## src/rtl/spi_pkg.sv

```systemverilog
// Shared types and defaults for the serial slave.
package spi_pkg;
  localparam int SPI_WIDTH = 8;

  typedef enum logic {
    IDLE   = 1'b0,
    ACTIVE = 1'b1
  } spi_state_e;
endpackage

```

## src/rtl/spi_serial_slave_sync_edge.sv

```systemverilog
// Multi-flop synchroniser for an asynchronous level, with one-clk rise/fall pulses.
module sync_edge #(
  parameter int   STAGES  = 2,
  parameter logic RST_VAL = 1'b0
) (
  input  logic clk,
  input  logic rst_n,
  input  logic d_i,
  output logic rise_o,
  output logic fall_o
);

  logic [STAGES-1:0] sync_q;
  logic              prev_q;

  always_ff @(posedge clk or negedge rst_n) begin
    if (!rst_n) begin
      sync_q <= {STAGES{RST_VAL}};
      prev_q <= RST_VAL;
    end else begin
      sync_q <= {sync_q[STAGES-2:0], d_i};
      prev_q <= sync_q[STAGES-1];
    end
  end

  assign rise_o =  sync_q[STAGES-1] & ~prev_q;
  assign fall_o = ~sync_q[STAGES-1] &  prev_q;

endmodule

```

## src/rtl/spi_serial_slave.sv

```systemverilog
// SPI mode-0 slave: oversampled sclk/cs_n/mosi, MSB-first rx and tx shifting.
module spi_serial_slave
  import spi_pkg::*;
#(
  parameter int WIDTH       = SPI_WIDTH,
  parameter int SYNC_STAGES = 2
) (
  input  logic             clk,
  input  logic             rst_n,
  input  logic             sclk_in,
  input  logic             cs_n,
  input  logic             mosi,
  output logic             miso,
  output logic             miso_oe,
  output logic [WIDTH-1:0] rx_data,
  output logic             rx_valid,
  input  logic [WIDTH-1:0] tx_data,
  input  logic             tx_load,
  output logic             busy
);

  localparam int            CW   = $clog2(WIDTH);
  localparam logic [CW-1:0] LAST = CW'(WIDTH - 1);

  logic sclk_rise, sclk_fall, cs_rise, cs_fall;
  logic [SYNC_STAGES-1:0] mosi_q;
  logic mosi_s;

  spi_state_e       state_q, state_d;
  logic [CW-1:0]    cnt_q, cnt_d;
  logic [WIDTH-2:0] rx_shift_q, rx_shift_d;
  logic [WIDTH-1:0] tx_shift_q, tx_shift_d;
  logic [WIDTH-1:0] tx_buf_q, tx_buf_d;
  logic [WIDTH-1:0] rx_data_q, rx_data_d;
  logic [WIDTH-1:0] rx_word;
  logic             pend_q, pend_d;
  logic             rx_valid_q;

  sync_edge #(.STAGES(SYNC_STAGES), .RST_VAL(1'b0)) u_sclk (
    .clk(clk), .rst_n(rst_n), .d_i(sclk_in), .rise_o(sclk_rise), .fall_o(sclk_fall)
  );

  // cs_n idles high, so its chain resets to 1 and a held-low cs_n selects after reset.
  sync_edge #(.STAGES(SYNC_STAGES), .RST_VAL(1'b1)) u_cs (
    .clk(clk), .rst_n(rst_n), .d_i(cs_n), .rise_o(cs_rise), .fall_o(cs_fall)
  );

  always_ff @(posedge clk or negedge rst_n) begin
    if (!rst_n) mosi_q <= '0;
    else        mosi_q <= {mosi_q[SYNC_STAGES-2:0], mosi};
  end
  assign mosi_s  = mosi_q[SYNC_STAGES-1];
  assign rx_word = {rx_shift_q, mosi_s};

  // cs_rise is the first cycle synchronised cs_n is high while ACTIVE; it beats any sclk edge.
  always_comb begin
    state_d    = state_q;
    cnt_d      = cnt_q;
    rx_shift_d = rx_shift_q;
    tx_shift_d = tx_shift_q;
    rx_data_d  = rx_data_q;
    pend_d     = 1'b0;
    tx_buf_d   = tx_load ? tx_data : tx_buf_q;
    unique case (state_q)
      IDLE: begin
        if (cs_fall) begin
          state_d    = ACTIVE;
          tx_shift_d = tx_buf_q;
          cnt_d      = '0;
        end
      end
      ACTIVE: begin
        if (cs_rise) begin
          state_d    = IDLE;
          cnt_d      = '0;
          rx_shift_d = '0;
          tx_shift_d = '0;
        end else if (sclk_rise) begin
          rx_shift_d = rx_word[WIDTH-2:0];
          if (cnt_q == LAST) begin
            cnt_d     = '0;
            rx_data_d = rx_word;
            pend_d    = 1'b1;
          end else begin
            cnt_d = cnt_q + CW'(1);
          end
        end else if (sclk_fall) begin
          if (cnt_q == '0) tx_shift_d = tx_buf_q;
          else             tx_shift_d = {tx_shift_q[WIDTH-2:0], 1'b0};
        end
      end
    endcase
  end

  always_ff @(posedge clk or negedge rst_n) begin
    if (!rst_n) begin
      state_q    <= IDLE;
      cnt_q      <= '0;
      rx_shift_q <= '0;
      tx_shift_q <= '0;
      tx_buf_q   <= '0;
      rx_data_q  <= '0;
      pend_q     <= 1'b0;
      rx_valid_q <= 1'b0;
    end else begin
      state_q    <= state_d;
      cnt_q      <= cnt_d;
      rx_shift_q <= rx_shift_d;
      tx_shift_q <= tx_shift_d;
      tx_buf_q   <= tx_buf_d;
      rx_data_q  <= rx_data_d;
      pend_q     <= pend_d;
      rx_valid_q <= pend_q;
    end
  end

  assign busy     = (state_q == ACTIVE);
  assign miso_oe  = busy;
  assign miso     = busy & tx_shift_q[WIDTH-1];
  assign rx_data  = rx_data_q;
  assign rx_valid = rx_valid_q;

endmodule

```

## config.mk

```make
export PLATFORM = sky130hd
export DESIGN_NAME = spi_serial_slave
export DESIGN_NICKNAME = d
export VERILOG_FILES = /design/src/rtl/spi_pkg.sv /design/src/rtl/spi_serial_slave_sync_edge.sv /design/src/rtl/spi_serial_slave.sv
export SDC_FILE = /design/constraint.sdc
export NUM_CORES = 1
export LEC_CHECK = 0
export CAP_MARGIN = 5
export CORE_MARGIN = 10
export CORE_UTILIZATION = 45
export DETAILED_ROUTE_END_ITERATION = 6
export GPL_TIMING_DRIVEN = 0
export MAX_ROUTING_LAYER = met4
export PLACE_DENSITY = 0.64
export SLEW_MARGIN = 20
export SYNTH_ARGS = -nofsm -noshare
export SYNTH_HDL_FRONTEND = slang
export SYNTH_SLANG_ARGS = --single-unit
```

## constraint.sdc

```tcl
create_clock -name clk -period 3.81 [get_ports clk]
set_clock_uncertainty 0.05 [all_clocks]
set_input_delay 0.381 -clock clk [delete_from_list [all_inputs] [get_ports clk]]
set_output_delay 0.381 -clock clk [all_outputs]
set_load 0.05 [all_outputs]
```

==> out/results.ini, run 1 <==
[status]
status = complete, no violations

[route]
avgViaCountPerCell = 5.02
drtIter0Drc = 61
first_pass_iters = 4
routed_wl_mm = 3.18
vias = 1120
wl_per_cell_um = 14.2
ant_nets = 0
drc_errors = 0

[global_route]
grt_max_degree = 24
antenna_found_initial = 0
grt_pass1_vias = 1187
grt-ovfl-total = 0
grt_util_all_layers = 0.0952
grt_pass1_wl_mm = 5.38

[power]
intPower_w = 0.000761
p_seq_frac = 0.542
power.switching_w = 0.000288
clockPowerShare = 0.264
swShare = 0.274
total_power_w = 0.00105
ir_drop_v = 0.000259
share_comb_of_total_power = 0.194
cellPowerDensity_mw_per_mm2 = 459
power.leakage_nw = 1.06

[sta]
fmax_ghz = 0.378
setup_tns_ns = 0
layout_setup_ws_ns = 1.17
tightest_slew_ns = 0.537
hold_viol = 0
fin_crit_sh = 0.694
slew_violations = 0
finalCriticalPeriod_ns = 2.64
setup_viol = 0
max-slew-margin-rel = 0.642
hold-worst-slack_ns = 0.00639
rsz0062_at_grt = no

[clock_tree]
post_cts_buffers = 0
cts_made_buffers = 5
cts_resized = 0
cts.sinks = 45
clockBufferDepth = 2
cts_root_buffer = clkbuf_8
cts.clk_slew.worst_paths_ns = 0.08
cts_htree_levels = 2
tritoncts = done
clk_latency_ns = 0.30
cts_hold_buf = 0

[critical_path]
worst_ep_arrival_time_ns = 2.21
crit_fanout = 10
worst-r2r-cell-count = 6
required_ns = 3.38
cp-end-kind = output pin
regToRegEndpoint = rx_data[7]
critPathLaunchType = flop
r2r_slack_ns = 2.05
path_class = reg2out
r2r_start = u_cs.sync_q[1]

[min_path]
hold_class = in2async

[synthesis]
ys_async_sr_fraction = 1.00
ys_ff_latch = 45
yosys.area.top_type = dfrtp_1
synth_cells = 140
netlist_top_cells_count = dfrtp_1, mux2_2, a22o_1
synth_area_leaders = dfrtp_1, mux2_2, dfstp_2
synth_fp_nets = 157
synth_warnings = 0
yosysMostFrequentCell = dfrtp_1
synth_edf_count = 0
syn_area_per_cell_um2 = 13.4
yosysUniqueCellTypes = 29
synth_top_area_frac = 0.560
seq_area_frac_synth = 0.602
synthFlopType = dfrtp_1
syn_area_mm2 = 0.00188

[cells_and_area]
layout-drive-gt1-share = 0.260
final_core_util = 0.567
seq_area_mm2 = 0.00113
area_growth_pct = 21.7
multi_input_area_um2 = 677
antenna_cells = 0
nets = 189
nFillCells = 343

[die]
coreArea_mm2 = 0.00403
ioPinCount = 26
start_util = 0.466
die_height_um = 84.6
die-area_mm2 = 0.00715
die_w_um = 84.6
num_rows = 23

[place]
io_buffers = 24
routabilityCongestion = 0.776
pre_cts_slack_ns = 1.47
post-dp-hpwl_mm = 2.36

[run]
max_cap_viol_count = 0

-- through the flow --
| stage | instances | instance area [µm²] |
|---|---|---|
| final | 223 | 2280 |
| after detailed placement | 215 | 2200 |
| after global routing | 223 | 2280 |
| after global placement | 214 | 2180 |
| after floorplan | 140 | 1880 |
| after CTS | 223 | 2280 |
-- logic make-up (layout without fill, tap and decap cells) --
kind of cell / after synthesis / count (layout) / synth area share
compound gates: 29 / 29 / 0.117
mux: 25 / 25 / 0.149
fa+ha+maj: 3 / 3 / 0.0200
buf+inv: 13 / 46 / 0.0367
flops: 45 / 45 / 0.602
simple gates: 25 / 25 / 0.0740
-- power by group through the flow --
stage / clock network [W] / registers [W] / logic [W]
floorplan: 0 / 0.000572 / 0.000143
global placement: 0 / 0.000574 / 0.000197
finish: 0.000277 / 0.000568 / 0.000203
detailed placement: 0 / 0.000578 / 0.000206
CTS: 0.000289 / 0.000569 / 0.000207
global route: 0.000313 / 0.000577 / 0.000226
-- sequential cells by signal (all words and copies together), names as in the netlist, 2 cells and up --
signal	flops
u_sclk.sync_q	2
mosi_q	2
tx_buf_q	8
tx_shift_q	8
cnt_q	3
rx_data	8
rx_shift_q	7
u_cs.sync_q	2
-- placed cells by master, fill, tap and decap left out, types with 2 or more instances in the layout --
cell type,n
nor2_1,6
a21oi_1,6
clkinv_2,2
buf_6,2
nor2b_1,3
o211ai_1,6
dfstp_2,3
inv_1,6
a22o_1,9
clkbuf_8,5
clkdlybuf4s50_1,23
dfrtp_1,42
nand2b_1,2
buf_2,2
nand2_1,8
o21ai_0,3
mux2_2,24
ha_1,3
clkbuf_1,4
-- how the worst max path moves through the flow --
stage                      from       end  cells past startpoint
after detailed placement   busy      miso                      4
final                      busy      miso                      4
after CTS                  busy      miso                      4
after global placement    rst_n  cnt_q[0]                      1
after global routing       busy      miso                      4
after floorplan            busy      miso                      3
-- worst max-delay path: stages (launching register included) --
cell	delay, ns
dfrtp_1	0.38
buf_2	0.22
clkbuf_1	0.33
and2_1	0.18
clkdlybuf4s50_1	0.80
-- per-layer routing --
layer,track usage,up-vias,wire length [µm]
met5,-,-,0
met4,0.0449,0,51
met3,0.0483,6,235
met2,0.141,29,1420
met1,0.104,533,1470
li1,-,552,-
-- cell type report --
type	count	area share
clock buffer	6	0.0318
buffer	7	0.0203
inverter	6	0.00986
multi-input combinational	82	0.296
sequential	45	0.495
clock inverter	2	0.00438
timing repair buffer	25	0.115
tap	50	0.0274
No activity file was read; power rests on OpenSTA's default activity.
==> run 2, diff against run 1 <==
--- a/config.mk
+++ b/config.mk
@@ -11,7 +11,7 @@
 export DETAILED_ROUTE_END_ITERATION = 6
 export GPL_TIMING_DRIVEN = 0
 export MAX_ROUTING_LAYER = met4
-export PLACE_DENSITY = 0.64
+export PLACE_DENSITY = 0.66
 export SLEW_MARGIN = 20
 export SYNTH_ARGS = -nofsm -noshare
 export SYNTH_HDL_FRONTEND = slang
==> constraint.sdc (replaced) <==
create_clock -name clk -period 2.3 [get_ports clk]
set_clock_uncertainty 0.05 [all_clocks]
set_input_delay 0.23 -clock clk [delete_from_list [all_inputs] [get_ports clk]]
set_output_delay 0.23 -clock clk [all_outputs]
set_load 0.05 [all_outputs]
==> run 2 against run 1 <==
Effect of this change:
- global-route usage up 0.87 points
- flip-flop and latch count is the same
- cell area is 0.27% higher
- register-to-register slack worse by 1.5 ns
- sequential power grew 66%
- cell count increased by 0.45%
- non-clock buffer count grew 1
- first-iteration DRC count rose to 2.7 times the previous value
- critical path type unchanged
- critical endpoint unchanged
- largest cell class unchanged
==> out/results.ini, run 2 (same netlist as run 1, synthesis figures left out) <==
[status]
status = complete, no violations

[sta]
max-slew-margin-rel = 0.648
finalCriticalPeriod_ns = 2.03
tightest_slew_ns = 0.528
rsz0062_at_grt = no
fin_crit_sh = 0.882
fmax_ghz = 0.493
slew_violations = 0
hold_viol = 0
setup_viol = 0

[power]
cellPowerDensity_mw_per_mm2 = 772
total_power_w = 0.00177
ir_drop_v = 0.000408
power.leakage_nw = 1.06

[critical_path]
required_ns = 2.02
cpMaxStageDelayCell = clkbuf_1
crit_chain = buf_2, clkbuf_1, and2_1, clkbuf_2
cp-end-kind = output pin
worst_ep_arrival_time_ns = 1.75
crit_fanout = 10
max_stage_delay_ns = 0.39
critPathLaunchType = flop
path_class = reg2out

[cells_and_area]
layout_common_cells = dfrtp_1, mux2_2, clkdlybuf4s50_1, a22o_1, nand2_1
seq_area_mm2 = 0.00113
final_common_cell = dfrtp_1
design_area_mm2 = 0.00229
area_growth_pct = 22.1
layout-drive-gt1-share = 0.270
nFillCells = 360
nets = 190
multi_input_area_um2 = 677
antenna_cells = 0

[clock_tree]
post_cts_buffers = 0
clk_latency_ns = 0.30
cts_root_buffer = clkbuf_8
tritoncts = done
cts.sinks = 45
cts_htree_levels = 2
clockBufferDepth = 2
cts_made_buffers = 5
cts.clk_slew.worst_paths_ns = 0.09

[die]
die_height_um = 84.6
die-area_mm2 = 0.00715
coreArea_mm2 = 0.00403
start_util = 0.466
die_w_um = 84.6
num_rows = 23
ioPinCount = 26

[global_route]
grt_util_all_layers = 0.104
grt_pass1_vias = 1249
grt_max_degree = 31
grt-ovfl-total = 0
grt_pass1_wl_mm = 5.94
antenna_found_initial = 0

[place]
post-dp-hpwl_mm = 2.49
routabilityCongestion = 0.782
io_buffers = 24
place_area_mm2 = 0.00219

[min_path]
hold_class = in2reg

[route]
first_pass_iters = 4
drc_errors = 0
routed_wl_mm = 3.44
avgViaCountPerCell = 5.29
ant_nets = 0
drtIter0Drc = 167
wl_per_cell_um = 15.4
vias = 1186

[run]
max_cap_viol_count = 0

run 2: cell count changes in the layout (fill, tap and decap cells not counted), sizes merged:
| cell | previous run | this run |
|---|---|---|
| clkdlybuf4s50 | 23 | 22 |
| clkinv | 2 | 3 |
| dlygate4sd3 | 0 | 1 |
run 2: through the flow:
| stage | TNS, ns | util | hold WS, ns | cells | worst slack, ns |
|---|---|---|---|---|---|
| floorplan | 0 | - | -0.116 | 140 | 0.384 |
| global placement | -6.04 | 0.541 | 0.284 | 214 | -0.146 |
| detailed placement | 0 | 0.544 | 0.124 | 215 | 0.0823 |
| CTS | 0 | 0.569 | 0.275 | 224 | 0.0157 |
| global route | 0 | 0.568 | 0.293 | 224 | 0.162 |
| finish | 0 | 0.568 | 0.280 | 224 | 0.272 |
run 2: final timing paths:
path / from / to / slack, ns / depth (start not counted)
max: busy / miso / 0.27 / 4
min: cs_n / u_cs.sync_q[0] / 0.28 / 1
max reg2reg: u_cs.sync_q[1] / rx_data[0] / 0.53 / 6
min reg2reg: mosi_q[0] / mosi_q[1] / 0.31 / 0
max in group asynchronous: rst_n / busy / 1.39 / 3
min in group asynchronous: rst_n / tx_buf_q[4] / 0.33 / 2
run 2: critical path: cells and delay by family, from the launching register on:
family,cells,cell delay (ns)
buffers and inverters,3,0.88
DFF,1,0.37
and+or+nand+nor,1,0.19
run 2: area by class of cell:
type / count / share of cell area
clock buffers: 5 / 0.0301
flip-flops and latches: 45 / 0.493
inverters: 6 / 0.00984
multi-input cells: 82 / 0.296
well taps: 50 / 0.0273
plain buffers: 7 / 0.0202
clock inverters: 3 / 0.00984
repair buffers: 26 / 0.114
run 2: what timing repair did:
action,CTS,global route
endpoints found under the hold margin,12,0
hold buffers,1,0
endpoints found under the setup margin,1,1
resized for setup,1,2
gates cloned,0,0
pin swaps,0,0
run 2: metal layers:
layer | GRT usage | share of wire | vias up
met5 | - | 0 | -
met4 | 0.0404 | 0.017 | 0
met3 | 0.0348 | 0.044 | 8
met2 | 0.155 | 0.46 | 23
met1 | 0.126 | 0.47 | 602
li1 | - | - | 553
run 2: report_power, final:
| part | switching, W | internal (W) |
|---|---|---|
| Clock | 0.000274 | 0.000216 |
| Combinational | 0.000176 | 0.000160 |
| Sequential | 0.0000563 | 0.000885 |
